==> src/rtl/dmem_apb_arbiter_if.sv <==
`default_nettype none
// ---------------------------------------------------------------------------
// dmem_apb_arbiter_if: requester handshakes and APB bus of the DMEM arbiter.
// Revision: 1.0
// ---------------------------------------------------------------------------
interface dmem_apb_arbiter_if #(
  parameter int DAT_W  = 32,
  parameter int ADDR_W = 32
);
  localparam int STRB_W = DAT_W / 8;

  logic              r0_req_i;
  logic              r0_write_i;
  logic [ADDR_W-1:0] r0_addr_i;
  logic [DAT_W-1:0]  r0_wdata_i;
  logic [STRB_W-1:0] r0_strb_i;
  logic              r0_gnt_o;
  logic              r0_rvalid_o;
  logic [DAT_W-1:0]  r0_rdata_o;
  logic              r0_err_o;

  logic              r1_req_i;
  logic              r1_write_i;
  logic [ADDR_W-1:0] r1_addr_i;
  logic [DAT_W-1:0]  r1_wdata_i;
  logic [STRB_W-1:0] r1_strb_i;
  logic              r1_gnt_o;
  logic              r1_rvalid_o;
  logic [DAT_W-1:0]  r1_rdata_o;
  logic              r1_err_o;

  logic              psel_o;
  logic              penable_o;
  logic              pwrite_o;
  logic [ADDR_W-1:0] paddr_o;
  logic [DAT_W-1:0]  pwdata_o;
  logic [STRB_W-1:0] pstrb_o;
  logic [DAT_W-1:0]  prdata_i;
  logic              pready_i;
  logic              pslverr_i;

  // Arbiter side.
  modport slave (
    input  r0_req_i, r0_write_i, r0_addr_i, r0_wdata_i, r0_strb_i,
    output r0_gnt_o, r0_rvalid_o, r0_rdata_o, r0_err_o,
    input  r1_req_i, r1_write_i, r1_addr_i, r1_wdata_i, r1_strb_i,
    output r1_gnt_o, r1_rvalid_o, r1_rdata_o, r1_err_o,
    output psel_o, penable_o, pwrite_o, paddr_o, pwdata_o, pstrb_o,
    input  prdata_i, pready_i, pslverr_i
  );

  // Requesters plus APB completer side.
  modport master (
    output r0_req_i, r0_write_i, r0_addr_i, r0_wdata_i, r0_strb_i,
    input  r0_gnt_o, r0_rvalid_o, r0_rdata_o, r0_err_o,
    output r1_req_i, r1_write_i, r1_addr_i, r1_wdata_i, r1_strb_i,
    input  r1_gnt_o, r1_rvalid_o, r1_rdata_o, r1_err_o,
    input  psel_o, penable_o, pwrite_o, paddr_o, pwdata_o, pstrb_o,
    output prdata_i, pready_i, pslverr_i
  );
endinterface
`default_nettype wire

==> src/rtl/dmem_apb_arbiter.sv <==
`default_nettype none
// ---------------------------------------------------------------------------
// dmem_apb_arbiter: two-requester round-robin arbiter and APB phase sequencer.
// Revision: 1.0
// ---------------------------------------------------------------------------
module dmem_apb_arbiter #(
  parameter int DAT_W       = 32,
  parameter int ADDR_W      = 32,
  parameter int TIMEOUT_CYC = 16
) (
  input logic               clk,
  input logic               rst,
  dmem_apb_arbiter_if.slave bus
);
  localparam int STRB_W = DAT_W / 8;
  localparam int CNT_W  = (TIMEOUT_CYC > 0) ? $clog2(TIMEOUT_CYC + 1) : 1;
  localparam logic [CNT_W-1:0] TO_LAST = CNT_W'((TIMEOUT_CYC > 0) ? TIMEOUT_CYC - 1 : 0);

  localparam logic [1:0] S_IDLE   = 2'd0;
  localparam logic [1:0] S_SETUP  = 2'd1;
  localparam logic [1:0] S_ACCESS = 2'd2;

  logic [1:0]        state_q, state_d;
  logic              last_gnt_q, last_gnt_d;
  logic              owner_q, owner_d;
  logic              wr_q, wr_d;
  logic [ADDR_W-1:0] addr_q, addr_d;
  logic [DAT_W-1:0]  wdata_q, wdata_d;
  logic [STRB_W-1:0] strb_q, strb_d;
  logic [CNT_W-1:0]  cnt_q, cnt_d;
  logic              rv0_q, rv0_d;
  logic              rv1_q, rv1_d;
  logic [DAT_W-1:0]  rdata_q, rdata_d;
  logic              err_q, err_d;

  logic w_idle, w_gnt0, w_gnt1, w_timeout, w_done;
  logic w_psel, w_penable;

  // Grants are combinational, so they are masked while reset is held.
  assign w_idle    = (state_q == S_IDLE) && !rst;
  assign w_gnt0    = w_idle && bus.r0_req_i && (!bus.r1_req_i || last_gnt_q);
  assign w_gnt1    = w_idle && bus.r1_req_i && (!bus.r0_req_i || !last_gnt_q);
  assign w_timeout = (TIMEOUT_CYC != 0) && (cnt_q == TO_LAST);
  assign w_done    = (state_q == S_ACCESS) && (bus.pready_i || w_timeout);

  always_ff @(posedge clk or posedge rst) begin
    if (rst) state_q <= S_IDLE;
    else     state_q <= state_d;
  end

  always_comb begin
    state_d = state_q;
    case (state_q)
      S_IDLE:   if (w_gnt0 || w_gnt1) state_d = S_SETUP;
      S_SETUP:  state_d = S_ACCESS;
      S_ACCESS: if (w_done) state_d = S_IDLE;
      default:  state_d = S_IDLE;
    endcase
  end

  always_comb begin
    w_psel    = (state_q == S_SETUP) || (state_q == S_ACCESS);
    w_penable = (state_q == S_ACCESS);
  end

  always_comb begin
    last_gnt_d = last_gnt_q;
    owner_d    = owner_q;
    wr_d       = wr_q;
    addr_d     = addr_q;
    wdata_d    = wdata_q;
    strb_d     = strb_q;
    cnt_d      = cnt_q;
    rv0_d      = 1'b0;
    rv1_d      = 1'b0;
    rdata_d    = '0;
    err_d      = 1'b0;
    if (w_gnt0 || w_gnt1) begin
      owner_d    = w_gnt1;
      last_gnt_d = w_gnt1;
      wr_d       = w_gnt1 ? bus.r1_write_i : bus.r0_write_i;
      addr_d     = w_gnt1 ? bus.r1_addr_i  : bus.r0_addr_i;
      wdata_d    = w_gnt1 ? bus.r1_wdata_i : bus.r0_wdata_i;
      strb_d     = w_gnt1 ? bus.r1_strb_i  : bus.r0_strb_i;
    end
    if (state_q == S_SETUP) cnt_d = '0;
    if ((state_q == S_ACCESS) && !bus.pready_i) cnt_d = cnt_q + CNT_W'(1);
    // A ready response in the timeout cycle takes precedence over the abort.
    if (w_done) begin
      rv0_d   = !owner_q;
      rv1_d   = owner_q;
      rdata_d = (bus.pready_i && !wr_q) ? bus.prdata_i : '0;
      err_d   = bus.pready_i ? bus.pslverr_i : 1'b1;
    end
  end

  always_ff @(posedge clk or posedge rst) begin
    if (rst) begin
      last_gnt_q <= 1'b1;
      owner_q    <= 1'b0;
      wr_q       <= 1'b0;
      addr_q     <= '0;
      wdata_q    <= '0;
      strb_q     <= '0;
      cnt_q      <= '0;
      rv0_q      <= 1'b0;
      rv1_q      <= 1'b0;
      rdata_q    <= '0;
      err_q      <= 1'b0;
    end else begin
      last_gnt_q <= last_gnt_d;
      owner_q    <= owner_d;
      wr_q       <= wr_d;
      addr_q     <= addr_d;
      wdata_q    <= wdata_d;
      strb_q     <= strb_d;
      cnt_q      <= cnt_d;
      rv0_q      <= rv0_d;
      rv1_q      <= rv1_d;
      rdata_q    <= rdata_d;
      err_q      <= err_d;
    end
  end

  assign bus.r0_gnt_o    = w_gnt0;
  assign bus.r1_gnt_o    = w_gnt1;
  assign bus.r0_rvalid_o = rv0_q;
  assign bus.r1_rvalid_o = rv1_q;
  assign bus.r0_rdata_o  = rv0_q ? rdata_q : '0;
  assign bus.r1_rdata_o  = rv1_q ? rdata_q : '0;
  assign bus.r0_err_o    = rv0_q && err_q;
  assign bus.r1_err_o    = rv1_q && err_q;
  assign bus.psel_o      = w_psel;
  assign bus.penable_o   = w_penable;
  assign bus.pwrite_o    = wr_q;
  assign bus.paddr_o     = addr_q;
  assign bus.pwdata_o    = wdata_q;
  assign bus.pstrb_o     = strb_q;
endmodule
`default_nettype wire

==> src/flat_wrapper.sv <==
// flat-port wrapper written by rule: the top's interface ports become plain ports
module dmem_apb_arbiter_flat 
#(
  parameter int DAT_W       = 32,
  parameter int ADDR_W      = 32,
  parameter int TIMEOUT_CYC = 16
)
  (clk, rst, bus_r0_req_i, bus_r0_write_i, bus_r0_addr_i, bus_r0_wdata_i, bus_r0_strb_i, bus_r0_gnt_o, bus_r0_rvalid_o, bus_r0_rdata_o, bus_r0_err_o, bus_r1_req_i, bus_r1_write_i, bus_r1_addr_i, bus_r1_wdata_i, bus_r1_strb_i, bus_r1_gnt_o, bus_r1_rvalid_o, bus_r1_rdata_o, bus_r1_err_o, bus_psel_o, bus_penable_o, bus_pwrite_o, bus_paddr_o, bus_pwdata_o, bus_pstrb_o, bus_prdata_i, bus_pready_i, bus_pslverr_i);
  dmem_apb_arbiter_if #(.DAT_W(DAT_W), .ADDR_W(ADDR_W)) bus_i ();
  input logic clk;
  input logic rst;
  input wire logic [$bits(bus_i.r0_req_i)-1:0] bus_r0_req_i;
  input wire logic [$bits(bus_i.r0_write_i)-1:0] bus_r0_write_i;
  input wire logic [$bits(bus_i.r0_addr_i)-1:0] bus_r0_addr_i;
  input wire logic [$bits(bus_i.r0_wdata_i)-1:0] bus_r0_wdata_i;
  input wire logic [$bits(bus_i.r0_strb_i)-1:0] bus_r0_strb_i;
  output wire logic [$bits(bus_i.r0_gnt_o)-1:0] bus_r0_gnt_o;
  output wire logic [$bits(bus_i.r0_rvalid_o)-1:0] bus_r0_rvalid_o;
  output wire logic [$bits(bus_i.r0_rdata_o)-1:0] bus_r0_rdata_o;
  output wire logic [$bits(bus_i.r0_err_o)-1:0] bus_r0_err_o;
  input wire logic [$bits(bus_i.r1_req_i)-1:0] bus_r1_req_i;
  input wire logic [$bits(bus_i.r1_write_i)-1:0] bus_r1_write_i;
  input wire logic [$bits(bus_i.r1_addr_i)-1:0] bus_r1_addr_i;
  input wire logic [$bits(bus_i.r1_wdata_i)-1:0] bus_r1_wdata_i;
  input wire logic [$bits(bus_i.r1_strb_i)-1:0] bus_r1_strb_i;
  output wire logic [$bits(bus_i.r1_gnt_o)-1:0] bus_r1_gnt_o;
  output wire logic [$bits(bus_i.r1_rvalid_o)-1:0] bus_r1_rvalid_o;
  output wire logic [$bits(bus_i.r1_rdata_o)-1:0] bus_r1_rdata_o;
  output wire logic [$bits(bus_i.r1_err_o)-1:0] bus_r1_err_o;
  output wire logic [$bits(bus_i.psel_o)-1:0] bus_psel_o;
  output wire logic [$bits(bus_i.penable_o)-1:0] bus_penable_o;
  output wire logic [$bits(bus_i.pwrite_o)-1:0] bus_pwrite_o;
  output wire logic [$bits(bus_i.paddr_o)-1:0] bus_paddr_o;
  output wire logic [$bits(bus_i.pwdata_o)-1:0] bus_pwdata_o;
  output wire logic [$bits(bus_i.pstrb_o)-1:0] bus_pstrb_o;
  input wire logic [$bits(bus_i.prdata_i)-1:0] bus_prdata_i;
  input wire logic [$bits(bus_i.pready_i)-1:0] bus_pready_i;
  input wire logic [$bits(bus_i.pslverr_i)-1:0] bus_pslverr_i;
  assign bus_i.r0_req_i = bus_r0_req_i;
  assign bus_i.r0_write_i = bus_r0_write_i;
  assign bus_i.r0_addr_i = bus_r0_addr_i;
  assign bus_i.r0_wdata_i = bus_r0_wdata_i;
  assign bus_i.r0_strb_i = bus_r0_strb_i;
  assign bus_r0_gnt_o = bus_i.r0_gnt_o;
  assign bus_r0_rvalid_o = bus_i.r0_rvalid_o;
  assign bus_r0_rdata_o = bus_i.r0_rdata_o;
  assign bus_r0_err_o = bus_i.r0_err_o;
  assign bus_i.r1_req_i = bus_r1_req_i;
  assign bus_i.r1_write_i = bus_r1_write_i;
  assign bus_i.r1_addr_i = bus_r1_addr_i;
  assign bus_i.r1_wdata_i = bus_r1_wdata_i;
  assign bus_i.r1_strb_i = bus_r1_strb_i;
  assign bus_r1_gnt_o = bus_i.r1_gnt_o;
  assign bus_r1_rvalid_o = bus_i.r1_rvalid_o;
  assign bus_r1_rdata_o = bus_i.r1_rdata_o;
  assign bus_r1_err_o = bus_i.r1_err_o;
  assign bus_psel_o = bus_i.psel_o;
  assign bus_penable_o = bus_i.penable_o;
  assign bus_pwrite_o = bus_i.pwrite_o;
  assign bus_paddr_o = bus_i.paddr_o;
  assign bus_pwdata_o = bus_i.pwdata_o;
  assign bus_pstrb_o = bus_i.pstrb_o;
  assign bus_i.prdata_i = bus_prdata_i;
  assign bus_i.pready_i = bus_pready_i;
  assign bus_i.pslverr_i = bus_pslverr_i;
  dmem_apb_arbiter #(.DAT_W(DAT_W), .ADDR_W(ADDR_W), .TIMEOUT_CYC(TIMEOUT_CYC)) u_core (.clk(clk), .rst(rst), .bus(bus_i));
endmodule
==> config.mk <==
export PLATFORM = sky130hd
export DESIGN_NAME = dmem_apb_arbiter_flat
export DESIGN_NICKNAME = d
export VERILOG_FILES = /design/src/rtl/dmem_apb_arbiter_if.sv /design/src/rtl/dmem_apb_arbiter.sv /design/src/flat_wrapper.sv
export SDC_FILE = /design/constraint.sdc
export NUM_CORES = 1
export LEC_CHECK = 0
export BUFFER_PORTS_ARGS = -buffer_cell sky130_fd_sc_hd__buf_2
export CAP_MARGIN = 20
export CELL_PAD_IN_SITES_DETAIL_PLACEMENT = 1
export CELL_PAD_IN_SITES_GLOBAL_PLACEMENT = 2
export CORE_AREA = 2 2 158 160
export CTS_BUF_LIST = sky130_fd_sc_hd__clkbuf_8
export CTS_CLUSTER_DIAMETER = 50
export CTS_CLUSTER_SIZE = 40
export DETAILED_ROUTE_END_ITERATION = 8
export DIE_AREA = 0 0 160 162
export PLACE_DENSITY = 0.83
export SYNTH_ARGS = -nofsm -noshare
export SYNTH_HDL_FRONTEND = slang
export SYNTH_SLANG_ARGS = --single-unit
==> constraint.sdc <==
create_clock -name clk -period 3.44 [get_ports clk]
set_input_delay 0.516 -clock clk [delete_from_list [all_inputs] [get_ports clk]]
set_output_delay 0.516 -clock clk [all_outputs]
set_load 0.02 [all_outputs]
==> results of run 1 <==
[flip-flops by register name, indices dropped and copies added, names as in the netlist]
name and count:
u_core.bus.paddr_o 32, u_core.bus.pwdata_o 32, u_core.rdata_q 32, u_core.cnt_q 5, u_core.bus.pstrb_o 4, u_core.state_q 2, u_core.bus.pwrite_o 1, u_core.bus.r0_rvalid_o 1
u_core.bus.r1_rvalid_o 1, u_core.err_q 1, u_core.last_gnt_q 1, u_core.owner_q 1
[cells by family (layout without fill, tap and decap cells)]
family | after synthesis | in the layout | share of synthesized area [%]
AO/OA/AOI/OAI | 82 | 82 | 9.67
buffers and inverters | 47 | 363 | 5.46
flip-flops | 113 | 113 | 54.1
AND/OR/NAND/NOR | 327 | 327 | 28.7
adder cells (fa/ha/maj) | 6 | 6 | 1.44
multiplexers | 3 | 3 | 0.622
other | 0 | 1 | 0
[metal layers]
layer | track usage (%) | up-vias | wire [um]
li1 | - | 2478 | -
met1 | 15.9 | 2351 | 7270
met2 | 24.7 | 218 | 8950
met3 | 5.52 | 17 | 1680
met4 | 4.63 | 0 | 252
met5 | 0 | - | 0
[critical path, cell delays in order (launching register included)]
cell and delay, ns:
dfrtp_1 0.40, inv_1 0.11, ha_1 0.20, nand3b_1 0.10, a21o_2 0.23, clkinv_4 0.26
buf_2 0.23
[worst min path at each step]
stage,end,slack [ns],from
after global routing,u_core.rdata_q[31],0.07,rst
after global placement,u_core.bus.r0_rvalid_o,0.41,u_core.owner_q
after CTS,u_core.rdata_q[24],0.07,rst
after detailed placement,u_core.bus.r0_rvalid_o,0.42,u_core.owner_q
final,u_core.rdata_q[23],0.09,rst
after floorplan,u_core.bus.r0_rvalid_o,0.40,u_core.owner_q
[layout by cell type (no fill, tap or decap)]
cell,count
dfrtp_1,112
and2_1,99
a21oi_1,1
o31ai_1,1
bufinv_16,1
nand3b_1,2
inv_6,4
clkinv_2,4
o22ai_1,1
buf_4,5
clkbuf_8,17
nand3_1,1
mux2_2,2
or3_1,1
buf_12,2
clkinv_4,4
nand2_1,145
ha_1,6
nor2b_1,3
nand2b_1,1
dfstp_2,1
o21a_4,1
and3_1,1
nor2_1,74
clkinvlp_4,4
a21o_2,1
buf_2,316
inv_1,6
mux2i_1,1
a31oi_1,69
o21ai_0,8
diode_2,1
[power groups by stage]
stage	clock [mW]	combinational, mW	sequential [mW]
after floorplan	0	0.919	2.54
after global placement	0	2.16	2.07
after detailed placement	0	2.19	2.09
after CTS	1.25	2.19	2.07
after global routing	1.31	2.38	2.13
final	1.19	2.13	2.06
[metrics by stage]
step	utilization [%]	hold slack [ns]	worst slack, ns
global placement	29.3	0.407	1.34
detailed placement	29.3	0.421	1.29
finish	30.8	0.0938	0.942
global route	30.8	0.0746	0.773
floorplan	-	0.403	1.55
CTS	30.8	0.0669	0.878
[area by class of cell]
| cell class | instances | area [um^2] | area share (%) |
|---|---|---|---|
| Sequential cell | 113 | 2830 | 38.1 |
| Multi-Input combinational cell | 418 | 2120 | 28.6 |
| Timing Repair Buffer | 323 | 1660 | 22.3 |
| Tap cell | 324 | 405 | 5.46 |
| Clock buffer | 17 | 234 | 3.15 |
| Clock inverter | 15 | 134 | 1.80 |
| Inverter | 8 | 38.8 | 0.523 |
| Antenna cell | 1 | 2.50 | 0.0337 |
==> impl_metrics.env, run 1 <==
export IMPL_synth_ff_type="dfrtp_1"
export IMPL_cp_startpoint="u_core.state_q[0]"
export IMPL_cts_tree="done"
export IMPL_syn_area_per_cell_um2=9.04
export IMPL_clk_latency_ns=0.43
export IMPL_coreArea_um2=24100
export IMPL_switchingPower_mw=2.26
export IMPL_fin_nets=1063
export IMPL_drtIter0Drc=169
export IMPL_power_frac_comb_pct=39.5
export IMPL_dp_cells=1186
export IMPL_synth_top_area_share_pct=53.6
export IMPL_syn_num_nets=760
export IMPL_netlist_instances=578
export IMPL_cts_resized=0
export IMPL_yosysWarnings=0
export IMPL_numCtsBuffers=17
export IMPL_grt_ovfl_total=0
export IMPL_drtAntennaViolNets=0
export IMPL_postCtsHoldBufs=0
export IMPL_finalPower_mw=5.38
export IMPL_postPlaceCellArea_um2=7050
export IMPL_initial_utilization_pct=21.7
export IMPL_slew_viol_final=0
export IMPL_setup_viol=0
export IMPL_synth_common_cells="145 x nand2_1, 112 x dfrtp_1, 99 x and2_1"
export IMPL_max_freq_mhz=400
export IMPL_cts_path_max_buffers=2
export IMPL_antenna_found_initial=0
export IMPL_power_frac_seq_pct=38.3
export IMPL_die_w_um=160
export IMPL_drc=0
export IMPL_worstPathRequired_ns=2.92
export IMPL_rsz0062_at_grt="false"
export IMPL_postCtsSetupBuffers=0
export IMPL_r2r_cells=8
export IMPL_htreeDepth=4
export IMPL_wire_per_inst_um=14.9
export IMPL_ir_drop_uv=230
export IMPL_switching_share_pct=42.1
export IMPL_critical_path_max_fanout=37
export IMPL_totalWireLength_mm=18.2
export IMPL_cts_clk_slew_worst_paths_ns=0.08
export IMPL_max_slew_margin_rel_pct=44.5
export IMPL_grt_pass1_vias=5341
export IMPL_area_growth_pct=42.0
export IMPL_status="finished, final reports clean"
export IMPL_end_kind="primary output"
export IMPL_clkPwrFrac_pct=22.2
export IMPL_grt_max_degree=77
export IMPL_rows=57
export IMPL_cts_sinks=113
export IMPL_internal_power_mw=3.12
export IMPL_die_y_um=162
export IMPL_die_area_um2=25900
export IMPL_hold_violations=0
export IMPL_drive_gt1_share_pct=40.5
export IMPL_async_flop_share_pct=100
export IMPL_grt_usage_pct=14.2
export IMPL_dr_pass1_iters=4
export IMPL_arrival_ns=1.98
export IMPL_fin_skew_ns=0.0132
export IMPL_p_per_area_nw_per_um2=725
export IMPL_setup_worst_path_class="register to primary output"
export IMPL_r2r_slack_ns=1.35
export IMPL_ys_seq_elements=113
export IMPL_via_count=5064
export IMPL_hold_path_class="input port to asynchronous set/reset pin"
export IMPL_synth_enable_flop_cells=0
export IMPL_r2r_start="u_core.state_q[0]"
export IMPL_io_buffers=316
export IMPL_synthTopCellsByArea="dfrtp_1 54%, and2_1 12%, nand2_1 10%, a31oi_1 8.3%, nor2_1 5.3%"
export IMPL_final_area_um2=7420
export IMPL_fin_crit_ns=2.50
export IMPL_viasPerCell=4.15
export IMPL_synth_top_cell_by_area="dfrtp_1"
export IMPL_hpwl_mm=13.6
export IMPL_nFillCells=2996
export IMPL_p_leak_nw=3.88
export IMPL_synth_most_common_cell="nand2_1"
export IMPL_synth_area_um2=5230
export IMPL_drv_cap=0
export IMPL_io_pin_count=317
export IMPL_fin_tns_setup_ns=0
export IMPL_ys_types=27
export IMPL_critPathCapture="bus_r1_gnt_o"
export IMPL_tightest_slew_ns=0.832
export IMPL_gp_congestion=0.742
export IMPL_period_share_pct=72.6
export IMPL_cts_root_buf="clkbuf_8"
export IMPL_startpoint_type="register"
export IMPL_final_cells=1219
export IMPL_reg2reg_to="u_core.bus.pwdata_o[13]"
export IMPL_yosysSeqAreaShare_pct=54.1
export IMPL_grt_pass1_wl_mm=28.6
(Power assumes the default switching activity.)
==> inputs of run 2 (changes only) <==
- clock period: 3.44 -> 2.23 ns (I/O delays scaled with it)
==> run 2 against run 1 <==
Net effect:
- critical path depth stayed put
- hold slack worse by 0.015 ns
- wire length is 3.3% higher
- sequential power is 52% higher
- clock power is 93% higher
- global-route usage is 0.22 points higher
- via count is 0.53% higher
- non-clock buffer count is 7 higher
- first-iteration DRC count is 27% higher
- flip-flop and latch count stayed put
- largest power group unchanged
==> impl_metrics.env, run 2 (synthesis gave the netlist of run 1 again) <==
export IMPL_status="finished, final reports clean"
export IMPL_finalPower_mw=8.88
export IMPL_fin_tns_setup_ns=0
export IMPL_critical_path_max_fanout=12
export IMPL_antenna_found_initial=0
export IMPL_r2r_slack_ns=0.47
export IMPL_fin_nets=1071
export IMPL_cts_sinks=113
export IMPL_die_w_um=160
export IMPL_ir_drop_uv=380
export IMPL_cts_root_buf="clkbuf_8"
export IMPL_r2r_start="u_core.cnt_q[0]"
export IMPL_postCtsHoldBufs=0
export IMPL_wire_per_inst_um=15.3
export IMPL_fin_skew_ns=0.0121
export IMPL_tightest_slew_ns=0.481
export IMPL_max_slew_margin_rel_pct=67.9
export IMPL_hpwl_mm=14.0
export IMPL_reg2reg_to="u_core.state_q[0]"
export IMPL_critPathSlowestCell="dfrtp_1"
export IMPL_fin_crit_ns=2.09
export IMPL_r2r_cells=5
export IMPL_cts_path_max_buffers=2
export IMPL_slew_viol_final=0
export IMPL_period_share_pct=93.7
export IMPL_htreeDepth=4
export IMPL_grt_ovfl_total=0
export IMPL_setup_worst_path_class="register to primary output"
export IMPL_path_delay_family="flip-flops"
export IMPL_numCtsBuffers=17
export IMPL_cts_clk_slew_worst_paths_ns=0.08
export IMPL_hold_violations=0
export IMPL_grt_usage_pct=14.4
export IMPL_via_count=5091
export IMPL_io_pin_count=317
export IMPL_drtIter0Drc=215
export IMPL_p_leak_nw=3.97
export IMPL_io_buffers=316
export IMPL_final_common_cell="buf_2"
export IMPL_drc=0
export IMPL_path_cells="inv_1 > ha_2 > nand3b_1 > a21o_4 > clkinv_8 > clkbuf_4"
export IMPL_critical_path_buf_inv_count=3
export IMPL_end_kind="primary output"
export IMPL_clk_latency_ns=0.43
export IMPL_setup_viol=0
export IMPL_cts_tree="done"
export IMPL_startpoint_type="register"
export IMPL_arrival_ns=1.75
export IMPL_totalWireLength_mm=18.8
export IMPL_cpPeakStageDelay_ns=0.39
export IMPL_drive_gt1_share_pct=41.4
export IMPL_coreArea_um2=24100
export IMPL_viasPerCell=4.15
export IMPL_grt_max_degree=80
export IMPL_max_freq_mhz=479
export IMPL_diodes=0
export IMPL_drtAntennaViolNets=0
export IMPL_area_growth_pct=45.9
export IMPL_final_cell_mix="314 x buf_2, 145 x nand2_1, 112 x dfrtp_1"
export IMPL_grt_pass1_wl_mm=29.3
export IMPL_grt_pass1_vias=5295
export IMPL_rows=57
export IMPL_hold_path_class="input port to asynchronous set/reset pin"
export IMPL_die_y_um=162
export IMPL_p_per_area_nw_per_um2=1160
export IMPL_drv_cap=0
export IMPL_worstPathRequired_ns=1.90
export IMPL_initial_utilization_pct=21.7
export IMPL_die_area_um2=25900
export IMPL_gp_congestion=0.739
export IMPL_dr_pass1_iters=4
## run 2: cell types whose count changed in the layout (fill, tap and decap cells not counted), moves of 2 or more
| cell | delta |
|---|---|
| buf_12 | +2 |
| buf_4 | +6 |
| buf_2 | -2 |
| inv_6 | -3 |
| clkinv_2 | -2 |
| bufinv_16 | +4 |
## run 2: final cells by class
| cell class | instances | area, um^2 |
|---|---|---|
| clock inverter | 14 | 213 |
| inverter | 8 | 46.3 |
| sequential | 113 | 2830 |
| timing repair inverter | 1 | 8.76 |
| clock buffer | 18 | 248 |
| multi-input combinational | 418 | 2140 |
| tap | 324 | 405 |
| fill | 2964 | 16500 |
| timing repair buffer | 330 | 1740 |
## run 2: worst register-to-register path: stages (launching register included)
cell     delay (ns)
dfrtp_1        0.41
ha_1           0.23
and3_1         0.19
ha_1           0.23
o22ai_1        0.21
mux2_2         0.37
## run 2: power breakdown
part	total [mW]	switching, mW	internal, mW
registers	3.14	0.379	2.77
logic	3.43	2.21	1.22
clock network	2.30	0.938	1.36
total	8.88	3.53	5.35
## run 2: worst max-delay path by stage
stage	slack [ns]	to	start	depth (start not counted)
after CTS	0.03	bus_r0_gnt_o	u_core.state_q[1]	6
after detailed placement	0.34	u_core.bus.paddr_o[11]	u_core.state_q[1]	8
after floorplan	0.52	u_core.bus.paddr_o[0]	rst	1
final	0.14	bus_r1_gnt_o	u_core.state_q[1]	6
after global routing	-0.006	bus_r1_gnt_o	u_core.state_q[1]	6
after global placement	0.46	u_core.bus.paddr_o[11]	u_core.state_q[0]	8
## run 2: metrics by stage
stage,utilization [%],instance area (um^2),worst slack [ns],hold WS (ns),cells
CTS,31.5,7600,0.0294,0.0657,1224
detailed placement,29.5,7120,0.344,0.430,1191
global route,31.6,7630,-0.00583,0.0662,1226
finish,31.6,7630,0.141,0.0789,1226
global placement,29.5,7120,0.464,0.409,1191
floorplan,-,5230,0.525,0.403,578
## run 2: what timing repair did
item                       in CTS  in global routing
gates cloned                    1                  0
setup endpoints to repair       1                  2
gates resized for setup         2                  6
pin swaps                       0                  0
buffers inserted                0                  2
## run 2: routing by layer
metal / vias to the layer above / track usage [%] / routed length, um
met4: 0 / 4.18 / 218
met5: - / 0 / 0
met2: 210 / 24.6 / 9170
li1: 2494 / - / -
met3: 10 / 5.13 / 1550
met1: 2377 / 17.1 / 7820
